==> config.mk <==
export PLATFORM = sky130hd
export DESIGN_NAME = crc16_frame_check_flat
export DESIGN_NICKNAME = d
export VERILOG_FILES = /design/src/rtl/crc16_frame_check_pkg.sv /design/src/rtl/crc16_frame_check_if.sv /design/src/rtl/crc16_frame_check_lfsr.sv /design/src/rtl/crc16_frame_check.sv /design/src/flat_wrapper.sv
export SDC_FILE = /design/constraint.sdc
export NUM_CORES = 1
export LEC_CHECK = 0
export ABC_AREA = 1
export CAP_MARGIN = 40
export CORE_UTILIZATION = 40
export CTS_BUF_LIST = sky130_fd_sc_hd__clkbuf_16
export CTS_CLUSTER_SIZE = 30
export DETAILED_ROUTE_END_ITERATION = 16
export PLACE_DENSITY = 0.58
export SLEW_MARGIN = 20
export SYNTH_ARGS = -nofsm -noshare
export SYNTH_HDL_FRONTEND = slang
export SYNTH_SLANG_ARGS = --single-unit
export TNS_END_PERCENT = 30
==> constraint.sdc <==
create_clock -name crcinclk -period 2.1 [get_ports crcinclk]
set_input_delay 0.21 -clock crcinclk [delete_from_list [all_inputs] [get_ports crcinclk]]
set_output_delay 0.21 -clock crcinclk [all_outputs]
set_load 0.01 [all_outputs]
==> src/rtl/crc16_frame_check_pkg.sv <==
// Shared constants, state encoding and command-length decode for the forward-link CRC-16 checker.
// The SensData command is only recognised when CRC16_FRAME_CHECK_SENSDATA_EN is defined.
package crc16_frame_check_pkg;

    localparam logic [7:0] CmdReqRn    = 8'hC1;
    localparam logic [7:0] CmdRead     = 8'hC2;
    localparam logic [7:0] CmdWrite    = 8'hC3;
    localparam logic [7:0] CmdSensData = 8'hE1;

    localparam logic [6:0] LenReqRn    = 7'd40;
    localparam logic [6:0] LenRead     = 7'd58;
    localparam logic [6:0] LenWrite    = 7'd66;
    localparam logic [6:0] LenSensData = 7'd48;

    localparam logic [6:0] HdrBits    = 7'd8;
    localparam logic [6:0] EbvFlagIdx = 7'd10;

    localparam logic [15:0] CrcPreset  = 16'hFFFF;
    localparam logic [15:0] CrcResidue = 16'h1D0F;
    localparam logic [15:0] CrcPoly    = 16'h1021;

`ifdef CRC16_FRAME_CHECK_SENSDATA_EN
    localparam bit SensDataEn = 1'b1;
`else
    localparam bit SensDataEn = 1'b0;
`endif

    typedef enum logic [2:0] {
        StIdle,
        StHeader,
        StBody,
        StDone,
        StError
    } state_e;

    // Zero means the code is unknown or not supported in this build.
    function automatic logic [6:0] frame_len(input logic [7:0] code);
        logic [6:0] len;
        len = '0;
        case (code)
            CmdReqRn:    len = LenReqRn;
            CmdRead:     len = LenRead;
            CmdWrite:    len = LenWrite;
            CmdSensData: len = SensDataEn ? LenSensData : '0;
            default:     len = '0;
        endcase
        return len;
    endfunction

    function automatic logic has_ebv(input logic [7:0] code);
        return (code == CmdRead) || (code == CmdWrite);
    endfunction

endpackage

==> src/rtl/crc16_frame_check_if.sv <==
// Bit-stream input and frame-result output bundle between the demodulator and the frame checker.
interface crc16_frame_check_if;

    logic       framestart;
    logic       bitvalid;
    logic       bitin;
    logic       framedone;
    logic       crcok;
    logic       cmderr;
    logic [7:0] cmdcode;
    logic [6:0] bitcount;

    modport master (
        output framestart,
        output bitvalid,
        output bitin,
        input  framedone,
        input  crcok,
        input  cmderr,
        input  cmdcode,
        input  bitcount
    );

    modport slave (
        input  framestart,
        input  bitvalid,
        input  bitin,
        output framedone,
        output crcok,
        output cmderr,
        output cmdcode,
        output bitcount
    );

endinterface

==> src/rtl/crc16_frame_check_lfsr.sv <==
// Serial MSB-first CRC-16/CCITT register with a synchronous preset that can coincide with a shift.
module crc16_lfsr
    import crc16_frame_check_pkg::*;
(
    input  logic        crcinclk,
    input  logic        reset,
    input  logic        clear,
    input  logic        enable,
    input  logic        din,
    output logic [15:0] crc,
    output logic [15:0] crc_next
);

    logic [15:0] crc_q;
    logic [15:0] base;
    logic        feedback;

    // A clear on the same edge as a shift absorbs the bit into the preset value.
    always_comb begin
        base     = clear ? CrcPreset : crc_q;
        feedback = base[15] ^ din;
        crc_next = {base[14:0], 1'b0} ^ (feedback ? CrcPoly : 16'h0000);
    end

    always_ff @(posedge crcinclk or posedge reset) begin
        if (reset) begin
            crc_q <= CrcPreset;
        end else if (enable) begin
            crc_q <= crc_next;
        end else if (clear) begin
            crc_q <= CrcPreset;
        end
    end

    assign crc = crc_q;

endmodule

==> src/rtl/crc16_frame_check.sv <==
// Forward-link command frame checker: decodes the command, tracks frame length, checks CRC-16.
// Define CRC16_FRAME_CHECK_SENSDATA_EN to accept the E1 SensData command.
module crc16_frame_check
    import crc16_frame_check_pkg::*;
(
    input  logic                 crcinclk,
    input  logic                 reset,
    crc16_frame_check_if.slave   bus
);

    state_e      state_q, state_d;
    logic [6:0]  count_q, count_d;
    logic [7:0]  code_q, code_d;
    logic        done_q, done_d;
    logic        ok_q, ok_d;
    logic        err_q, err_d;

    logic        lfsr_clear;
    logic        lfsr_en;
    logic [15:0] crc_cur;
    logic [15:0] crc_next;
    logic [6:0]  count_inc;
    logic [7:0]  hdr_code;

    crc16_lfsr u_lfsr (
        .crcinclk (crcinclk),
        .reset    (reset),
        .clear    (lfsr_clear),
        .enable   (lfsr_en),
        .din      (bus.bitin),
        .crc      (crc_cur),
        .crc_next (crc_next)
    );

    assign count_inc = (count_q == 7'h7F) ? count_q : count_q + 7'd1;
    assign hdr_code  = {code_q[6:0], bus.bitin};

    always_comb begin
        state_d    = state_q;
        count_d    = count_q;
        code_d     = code_q;
        done_d     = done_q;
        ok_d       = ok_q;
        err_d      = err_q;
        lfsr_clear = 1'b0;
        lfsr_en    = 1'b0;

        if (bus.framestart) begin
            lfsr_clear = 1'b1;
            state_d    = StHeader;
            count_d    = '0;
            code_d     = '0;
            done_d     = 1'b0;
            ok_d       = 1'b0;
            err_d      = 1'b0;
            if (bus.bitvalid) begin
                lfsr_en = 1'b1;
                count_d = 7'd1;
                code_d  = {7'b0, bus.bitin};
            end
        end else if (bus.bitvalid) begin
            unique case (state_q)
                StHeader: begin
                    lfsr_en = 1'b1;
                    count_d = count_inc;
                    code_d  = hdr_code;
                    if (count_inc == HdrBits) begin
                        if (frame_len(hdr_code) == '0) begin
                            state_d = StError;
                            err_d   = 1'b1;
                        end else begin
                            state_d = StBody;
                        end
                    end
                end
                StBody: begin
                    lfsr_en = 1'b1;
                    count_d = count_inc;
                    // Multi-byte EBV is not supported: its extension flag must be 0.
                    if (has_ebv(code_q) && (count_q == EbvFlagIdx) && bus.bitin) begin
                        state_d = StError;
                        err_d   = 1'b1;
                    end else if (count_inc == frame_len(code_q)) begin
                        state_d = StDone;
                        done_d  = 1'b1;
                        ok_d    = (crc_next == CrcResidue);
                    end
                end
                default: ;
            endcase
        end
    end

    always_ff @(posedge crcinclk or posedge reset) begin
        if (reset) begin
            state_q <= StIdle;
            count_q <= '0;
            code_q  <= '0;
            done_q  <= 1'b0;
            ok_q    <= 1'b0;
            err_q   <= 1'b0;
        end else begin
            state_q <= state_d;
            count_q <= count_d;
            code_q  <= code_d;
            done_q  <= done_d;
            ok_q    <= ok_d;
            err_q   <= err_d;
        end
    end

    assign bus.framedone = done_q;
    assign bus.crcok     = ok_q;
    assign bus.cmderr    = err_q;
    assign bus.cmdcode   = code_q;
    assign bus.bitcount  = count_q;

    // A reported pass must leave the register parked on the residue.
    ok_holds_residue: assert property (@(posedge crcinclk) disable iff (reset)
        (state_q == StDone && ok_q) |-> (crc_cur == CrcResidue));

endmodule
==> src/flat_wrapper.sv <==
// flat-port wrapper written by rule: the top's interface ports become plain ports
module crc16_frame_check_flat import crc16_frame_check_pkg::*;
  (crcinclk, reset, bus_framestart, bus_bitvalid, bus_bitin, bus_framedone, bus_crcok, bus_cmderr, bus_cmdcode, bus_bitcount);
  crc16_frame_check_if bus_i ();
  input  logic crcinclk;
  input  logic reset;
  input wire logic [$bits(bus_i.framestart)-1:0] bus_framestart;
  input wire logic [$bits(bus_i.bitvalid)-1:0] bus_bitvalid;
  input wire logic [$bits(bus_i.bitin)-1:0] bus_bitin;
  output wire logic [$bits(bus_i.framedone)-1:0] bus_framedone;
  output wire logic [$bits(bus_i.crcok)-1:0] bus_crcok;
  output wire logic [$bits(bus_i.cmderr)-1:0] bus_cmderr;
  output wire logic [$bits(bus_i.cmdcode)-1:0] bus_cmdcode;
  output wire logic [$bits(bus_i.bitcount)-1:0] bus_bitcount;
  assign bus_i.framestart = bus_framestart;
  assign bus_i.bitvalid = bus_bitvalid;
  assign bus_i.bitin = bus_bitin;
  assign bus_framedone = bus_i.framedone;
  assign bus_crcok = bus_i.crcok;
  assign bus_cmderr = bus_i.cmderr;
  assign bus_cmdcode = bus_i.cmdcode;
  assign bus_bitcount = bus_i.bitcount;
  crc16_frame_check u_core (.crcinclk(crcinclk), .reset(reset), .bus(bus_i));
endmodule
==> run metrics, run 1 <==
outcome complete, no violations; dpl cells 388; Via-to-Cell Ratio 4.94; area leader, netlist dfrtp_1; Tot GR Track Use 20.5%; clock power share a little under two fifths; # rows 26; RR Endpoint u_core.bus.cmderr$_DFFE_PP0P_; count of endpoints failing setup in the final report 0; remaining antenna violation count after routing 0; vias in the first global route 1853; top cells by area in the synthesized netlist dfrtp_1, dfstp_2, nand2_1, inv_1, nor2_1; CP Class reg -> reg; post-layout minimum cycle time 1840 ps; number of synthesized flops with an enable pin 0; Die W roughly 76 um; Max IR drop VDD 0.587 mV; Initial Util 41.9%; post-synth top area share 24.3%; RSZ-0062 raised after global routing false; Initial DRT Pass Iterations 4; CP startpoint kind flop; CP Capture Type flop; clock-pin slew on the worst setup and hold paths about 50 ps; crit path DAT 2000 ps; Congestion Overflow GR 0; multi-input logic area 978 um^2; CTS Buf Count 5; root buf cell clkbuf_16; initial DRC count a little under 70; largest net degree at the start of global routing 38; Post-Syn Nets 297; register share of total power between 40% and 50%; Final Wtd Congestion 0.836; max_cap viols 0; Net Switching 0.525 mW; count leader, synth nand2_1; DPL Wire Length 3820 um; sum of negative setup slack 0 ps; clock tree sinks 37; CP required ~2300 ps; switch share 28.1%; Primary FF master, synth dfrtp_1; Post-synth ARST share 100%; H-tree levels 2; Mean Syn Cell Area 7.47 um^2; P per Cell Area 697 nW/um^2; r2r setup slk ~260 ps; register bit total from synthesis 37; Leak between 1 and 1.5 nW; Core Region 5170 um^2; Gate power share 20.3%; total wire length 5160 um; io pins 23; Fin. Hold Viols 0; Max Fanout on Critical Path 4; Fmax 543 MHz; fill count roughly 510; Area growth, synth to finish 24.0%; CTS tree done; worst-margin pin slew about 460 ps; Pint 1.35 mW; diode count 0; synth unique cells 33; DIE AREA approximately 5700 um^2; DR DRC count 0; Skew-Pair Late Insertion Delay 270 ps; Clock Skews between 3 and 4 ps; first-pass GRT wire length 8770 um; Routed WL per cell 13.0 um; Via Count 1966; synthesized instance count 290; mapped cell area roughly 2200 um^2; period utilization 87.7%; buffer depth of the longest clock path 2; Worst slew margin 69.4%; R2R Path Start u_core.bus.bitcount[0]$_DFFE_PP0P_; Die H between 70 and 80 um; initial antenna violation count 0; R2R depth 11; # nets final 334; max-slew violations 0; Ys Warns 0; Seq/Total Area, Yosys a little over two fifths; Synth top cells by count nand2_1, inv_1, nor2_1; worst hold path class in -> async; sequential cell area 947 um^2; share of layout cells above drive strength 1 17.7%; buffers added on ports 22; Non-Filler Instances 398
==> repair_timing <==
item	in CTS	in global routing
setup buffers	0	2
gates resized for setup	0	4
hold buffers	0	0
setup endpoints to repair	0	5
==> per-layer routing <==
| layer | track usage, % | vias to the layer above | share of wire, % |
|---|---|---|---|
| li1 | - | 1009 | - |
| met1 | 28.0 | 916 | 47 |
| met2 | 33.0 | 33 | 48 |
| met3 | 3.97 | 8 | 2.8 |
| met4 | 6.38 | 0 | 1.8 |
| met5 | 0 | - | 0 |
==> per-stage QoR <==
step,power (mW),utilization (%),worst slack (ps),cell area (um^2),hold WS (ps)
after floorplan,1.04,-,275,2170,355
after global placement,1.18,48.8,142,2520,465
after detailed placement,1.18,48.8,139,2520,468
after CTS,1.89,51.4,126,2660,360
after global routing,1.98,51.9,9.38,2690,410
final,1.87,51.9,258,2690,342
==> worst max-delay path by stage <==
| stage | endpoint | depth (start not counted) | slack, ps | start |
|---|---|---|---|---|
| after CTS | u_core.bus.cmderr$_DFFE_PP0P_ | 11 | 130 | u_core.bus.bitcount[1]$_DFFE_PP0P_ |
| after floorplan | u_core.bus.cmderr$_DFFE_PP0P_ | 11 | 280 | u_core.bus.bitcount[0]$_DFFE_PP0P_ |
| after global routing | u_core.state_q[2]$_DFFE_PP0P_ | 14 | 9 | u_core.bus.bitcount[0]$_DFFE_PP0P_ |
| final | u_core.bus.cmderr$_DFFE_PP0P_ | 11 | 260 | u_core.bus.bitcount[0]$_DFFE_PP0P_ |
| after global placement | u_core.u_lfsr.crc[13]$_DFF_PP1_ | 10 | 140 | bus_bitvalid |
| after detailed placement | u_core.u_lfsr.crc[13]$_DFF_PP1_ | 10 | 140 | bus_bitvalid |
==> worst max-delay path: stages (launching register included) <==
cell     delay (ps)
dfrtp_1         410
ha_2            210
inv_1            80
nor2_1           60
nor3_2          280
nand2_1          90
nor2_1          130
nand2_2         100
a21oi_4         170
nand3_1          90
nand2_1          60
nand2_1          40
==> power groups by stage <==
stage / Clock [mW] / Sequential (mW) / Combinational [mW]
floorplan: 0 / 0.820 / 0.222
global placement: 0 / 0.813 / 0.368
detailed placement: 0 / 0.815 / 0.369
CTS: 0.713 / 0.803 / 0.370
global route: 0.739 / 0.810 / 0.428
finish: 0.689 / 0.802 / 0.379
==> cell type report <==
cell class / instances / area share, %
repair buffers: 34 / 11.6
well taps: 70 / 3.26
multi-input cells: 189 / 36.4
clock buffers: 5 / 4.66
flip-flops and latches: 37 / 35.3
inverters: 60 / 8.39
clock inverters: 3 / 0.419
==> sequential cells by signal, indices dropped and copies added, names as in the netlist <==
register,flops
u_core.u_lfsr.crc,16
u_core.bus.cmdcode,8
u_core.bus.bitcount,7
u_core.state_q,3
u_core.bus.cmderr,1
u_core.bus.crcok,1
u_core.bus.framedone,1
==> kinds of logic after synthesis <==
family	Yosys count	synth area share, %
flip-flops	37	43.7
AO/OA/AOI/OAI	40	12.1
buffers and inverters	64	11.6
XOR/XNOR	3	1.56
adder cells (fa/ha/maj)	2	1.16
AND/OR/NAND/NOR	144	29.9
==> cells in the final DEF, fill, tap and decap left out, types with 2 or more instances in the layout <==
| master | count |
|---|---|
| or2_2 | 2 |
| a32oi_1 | 5 |
| inv_2 | 3 |
| nor4_1 | 3 |
| buf_4 | 12 |
| dfrtp_1 | 20 |
| clkbuf_16 | 5 |
| dfstp_2 | 16 |
| nor3_1 | 6 |
| nand3_2 | 2 |
| nand2_1 | 60 |
| o21ai_0 | 10 |
| o32ai_1 | 2 |
| inv_1 | 59 |
| nor2_2 | 4 |
| nand2_2 | 8 |
| a21oi_1 | 5 |
| nor2_1 | 30 |
| o22ai_1 | 13 |
| clkdlybuf4s50_1 | 22 |
| nand4_1 | 4 |
| nand3_1 | 23 |
Note: power is estimated with default switching activity, not from simulation.
==> run 2, diff against run 1 <==
--- a/constraint.sdc
+++ b/constraint.sdc
@@ -3,2 +3,2 @@
 set_output_delay 0.21 -clock crcinclk [all_outputs]
-set_load 0.01 [all_outputs]
+set_load 0.05 [all_outputs]
==> run metrics, run 2 (synthesis results as in run 1) <==
outcome complete, no violations; count of endpoints failing setup in the final report 0; Hold Slack ~340 ps; max_cap viols 0; # rows 26; CP required 2270 ps; initial antenna violation count 0; final worst slack 189 ps; Tot GR Track Use 20.6%; Max IR drop VDD 0.384 mV; Final Wtd Congestion 0.839; period utilization 91.0%; # nets final 333; Initial Util 41.9%; Max Fanout on Critical Path 5; Core Region 5170 um^2; clock tree sinks 37; Leak 1.21 nW; CP Class reg -> reg; initial DRC count approximately 150; CTS tree done; buffer depth of the longest clock path 2; CP startpoint kind flop; DR DRC count 0; buffers added on ports 22; commonest non-fill, non-tap cell in the layout nand2_1; first-pass GRT wire length 8650 um; Worst slew margin 66.3%; DPL Wire Length 3810 um; CTS Buf Count 5; Die H 75.6 um; post-layout minimum cycle time 1910 ps; vias in the first global route approximately 1800; max reg flops 16; Skew-Pair Late Insertion Delay approximately 280 ps; share of layout cells above drive strength 1 about 18%; io pins 23; clock-pin slew on the worst setup and hold paths 50 ps; total wire length around 5300 um; root buf cell clkbuf_16; Fmax 523 MHz; diode count 0; largest net degree at the start of global routing 38; most frequent cells in the layout nand2_1, inv_1, nor2_1; Routed WL per cell approximately 13 um; pre-CTS WS ~79 ps; Via Count 1987; Via-to-Cell Ratio 5.01; Area growth, synth to finish 23.6%; cts hold-fix bufs 0; Initial DRT Pass Iterations 4; DIE AREA between 5000 and 6000 um^2; Die W about 76 um; worst hold path class in -> async; worst-margin pin slew ~500 ps; crit path DAT ~2100 ps; Fin. Hold Viols 0; remaining antenna violation count after routing 0; H-tree levels 2; P per Cell Area around 730 nW/um^2; max-slew violations 0; Congestion Overflow GR 0; Clock Skews between 2 and 3 ps; CP Capture Type flop
## run 2: cell types whose count changed in the layout (fill, tap and decap cells not counted), sizes merged
cell | before | now
clkinv | 1 | 3
inv | 62 | 60
buf | 12 | 11
## run 2: what timing repair did
item | in CTS | in global routing
hold endpoints to repair | 0 | 0
setup endpoints to repair | 0 | 5
buffers inserted | 0 | 2
resized for setup | 0 | 1
## run 2: power by group
| part | total, mW | leakage (nW) | internal (mW) | switching [mW] |
|---|---|---|---|---|
| Sequential | 0.804 | 0.454 | 0.767 | 0.0371 |
| Clock | 0.717 | 0.0739 | 0.435 | 0.282 |
| Combinational | 0.437 | 0.682 | 0.149 | 0.288 |
## run 2: routing by layer
layer	track usage (%)	vias to the layer above	part of all wire, %
met5	0	-	0
met4	7.20	0	1.2
met3	3.31	6	3.7
met2	32.2	39	46
met1	29.0	936	49
li1	-	1006	-
## run 2: final timing paths
check                                                    from                               end  slack [ps]  cells past startpoint
max                        u_core.bus.bitcount[0]$_DFFE_PP0P_     u_core.bus.cmderr$_DFFE_PP0P_         190                     11
min                                                     reset  u_core.bus.framedone$_DFFE_PP0P_         340                      3
max reg2reg                u_core.bus.bitcount[0]$_DFFE_PP0P_     u_core.bus.cmderr$_DFFE_PP0P_         190                     11
min reg2reg                     u_core.state_q[0]$_DFFE_PP0P_     u_core.state_q[0]$_DFFE_PP0P_         470                      2
max in group asynchronous                               reset   u_core.u_lfsr.crc[15]$_DFF_PP1_        1410                      3
min in group crcinclk           u_core.state_q[0]$_DFFE_PP0P_     u_core.state_q[0]$_DFFE_PP0P_         470                      2
## run 2: final cells by class
type | count | area, um^2
clock inverter | 3 | 16.3
multi-input combinational | 189 | 973
fill | 497 | 2490
sequential | 37 | 947
timing repair buffer | 33 | 303
tap | 70 | 87.6
clock buffer | 5 | 125
inverter | 60 | 225
## run 2: worst max-delay path, stage by stage (launching register included)
cell	delay [ps]
dfrtp_2	440
ha_1	240
inv_1	90
nor2_1	50
nor3_2	280
nand2_1	80
nor2_1	160
nand2_2	100
a21oi_4	170
nand3_1	90
nand2_1	60
nand2_1	40
## run 2: through the flow
| step | total power [mW] | util (%) | setup TNS [ps] | cell area [um^2] | instances |
|---|---|---|---|---|---|
| 6_report | 1.96 | 51.8 | 0 | 2680 | 397 |
| 3_5_place_dp | 1.24 | 48.6 | 0 | 2520 | 387 |
| 5_1_grt | 2.06 | 51.8 | -1.32 | 2680 | 397 |
| 3_3_place_gp | 1.24 | 48.6 | 0 | 2520 | 387 |
| 4_1_cts | 1.97 | 51.4 | 0 | 2660 | 395 |
| 2_1_floorplan | 1.10 | - | 0 | 2170 | 290 |
==> run 3, diff against run 2 <==
RECOVER_POWER = 25   (was not set)
==> run metrics, run 3 (synthesis results as in run 1) <==
cts hold-fix bufs 0; CTS tree done; Via-to-Cell Ratio 5.00; Die H between 70 and 80 um; Congestion Overflow GR 0; Pint ~1.4 mW; switch share 31.0%; clock tree sinks 37; CTS Buf Count 5; CP startpoint kind flop; worst-margin pin slew 892 ps; Hold Slack 470 ps; buffers added on ports 22; Routed WL per cell 13.3 um; max reg flops 16; DR DRC count 0; CP Class reg -> reg; Clock Skews ~2.8 ps; remaining antenna violation count after routing 0; diode count 0; P per Cell Area 732 nW/um^2; commonest non-fill, non-tap cell in the layout nand2_1; max-slew violations 0; r2r setup slk 190 ps; Net Switching 0.607 mW; initial antenna violation count 0; register share of total power 41.1%; Area growth, synth to finish 23.5%; first-pass GRT wire length 8650 um; total wire length 5280 um; outcome complete, no violations; Die W 75.6 um; pre-CTS WS 79.1 ps; DIE AREA 5710 um^2; Skew-Pair Late Insertion Delay 280 ps; max_cap viols 0; buffer depth of the longest clock path 2; share of layout cells above drive strength 1 17.7%; root buf cell clkbuf_16; CP required 2270 ps; Fin. Hold Viols 0; sequential cell area 947 um^2; largest net degree at the start of global routing 38; Leak 1.21 nW; Initial Util 41.9%; vias in the first global route around 1800; Tot GR Track Use ~20%; most frequent cells in the layout nand2_1, inv_1, nor2_1; worst hold path class reg -> reg; crit path DAT about 2100 ps; initial DRC count between 100 and 150; io pins 23; # nets final 333; Initial DRT Pass Iterations 4; DPL Wire Length 3810 um; Max Fanout on Critical Path 5; Max IR drop VDD 0.384 mV; Via Count 1986; clock power share 36.6%; multi-input logic area just under 1000 um^2; Core Region about 5200 um^2; final worst slack 189 ps; total power 1.96 mW; Fmax between 500 and 600 MHz; Worst slew margin 40.5%; # rows 26; clock-pin slew on the worst setup and hold paths approximately 50 ps; Final Wtd Congestion roughly 0.84; H-tree levels 2; Gate power share 22.3%; period utilization 91.0%; CP Capture Type flop; post-layout minimum cycle time 1910 ps; fill count between 400 and 500; count of endpoints failing setup in the final report 0
==> run 3: layer usage <==
metal	share of wire, %	GRT usage (%)
met1	49	29.0
met2	46	32.2
met3	3.7	3.31
met4	1.2	7.20
met5	0	0
==> run 3: cell type report <==
type | count | share of cell area, %
inverters | 60 | 8.42
flip-flops and latches | 37 | 35.4
well taps | 70 | 3.27
clock inverters | 3 | 0.608
multi-input cells | 189 | 36.4
clock buffers | 5 | 4.68
repair buffers | 33 | 11.2
==> run 3: path summary, 6_finish.rpt <==
check | start | endpoint | cells after the start
max in group asynchronous | reset | u_core.bus.bitcount[0]$_DFFE_PP0P_ | 3
min in group asynchronous | reset | u_core.bus.framedone$_DFFE_PP0P_ | 3
setup reg to reg | u_core.bus.bitcount[0]$_DFFE_PP0P_ | u_core.bus.cmderr$_DFFE_PP0P_ | 11
hold reg to reg | u_core.state_q[0]$_DFFE_PP0P_ | u_core.state_q[0]$_DFFE_PP0P_ | 2
hold / removal | u_core.state_q[0]$_DFFE_PP0P_ | u_core.state_q[0]$_DFFE_PP0P_ | 2
setup / recovery | u_core.bus.bitcount[0]$_DFFE_PP0P_ | u_core.bus.cmderr$_DFFE_PP0P_ | 11
==> run 3: through the flow <==
step | cell area [um^2] | instances | utilization [%] | setup TNS [ps]
after floorplan | 2170 | 290 | - | 0
final | 2680 | 397 | 51.7 | 0
after detailed placement | 2520 | 387 | 48.6 | 0
after CTS | 2660 | 395 | 51.4 | 0
after global routing | 2680 | 397 | 51.7 | -1.32
after global placement | 2520 | 387 | 48.6 | 0
==> run 3: worst max-delay path, stage by stage, from the launching register on <==
cell,delay [ps]
dfrtp_2,440
ha_1,240
inv_1,90
nor2_1,50
nor3_2,280
nand2_1,80
nor2_1,160
nand2_2,100
a21oi_4,170
nand3_1,90
nand2_1,60
nand2_1,40
==> run 3: power groups by stage <==
| stage | sequential, mW | clock (mW) | combinational [mW] |
|---|---|---|---|
| global placement | 0.818 | 0 | 0.422 |
| floorplan | 0.880 | 0 | 0.222 |
| global route | 0.810 | 0.772 | 0.478 |
| detailed placement | 0.817 | 0 | 0.422 |
| CTS | 0.807 | 0.741 | 0.423 |
| finish | 0.804 | 0.717 | 0.436 |
==> run 3: what timing repair did <==
action / CTS / global route
buffers inserted: 0 / 2
endpoints found under the setup margin: 0 / 5
resized for setup: 0 / 1
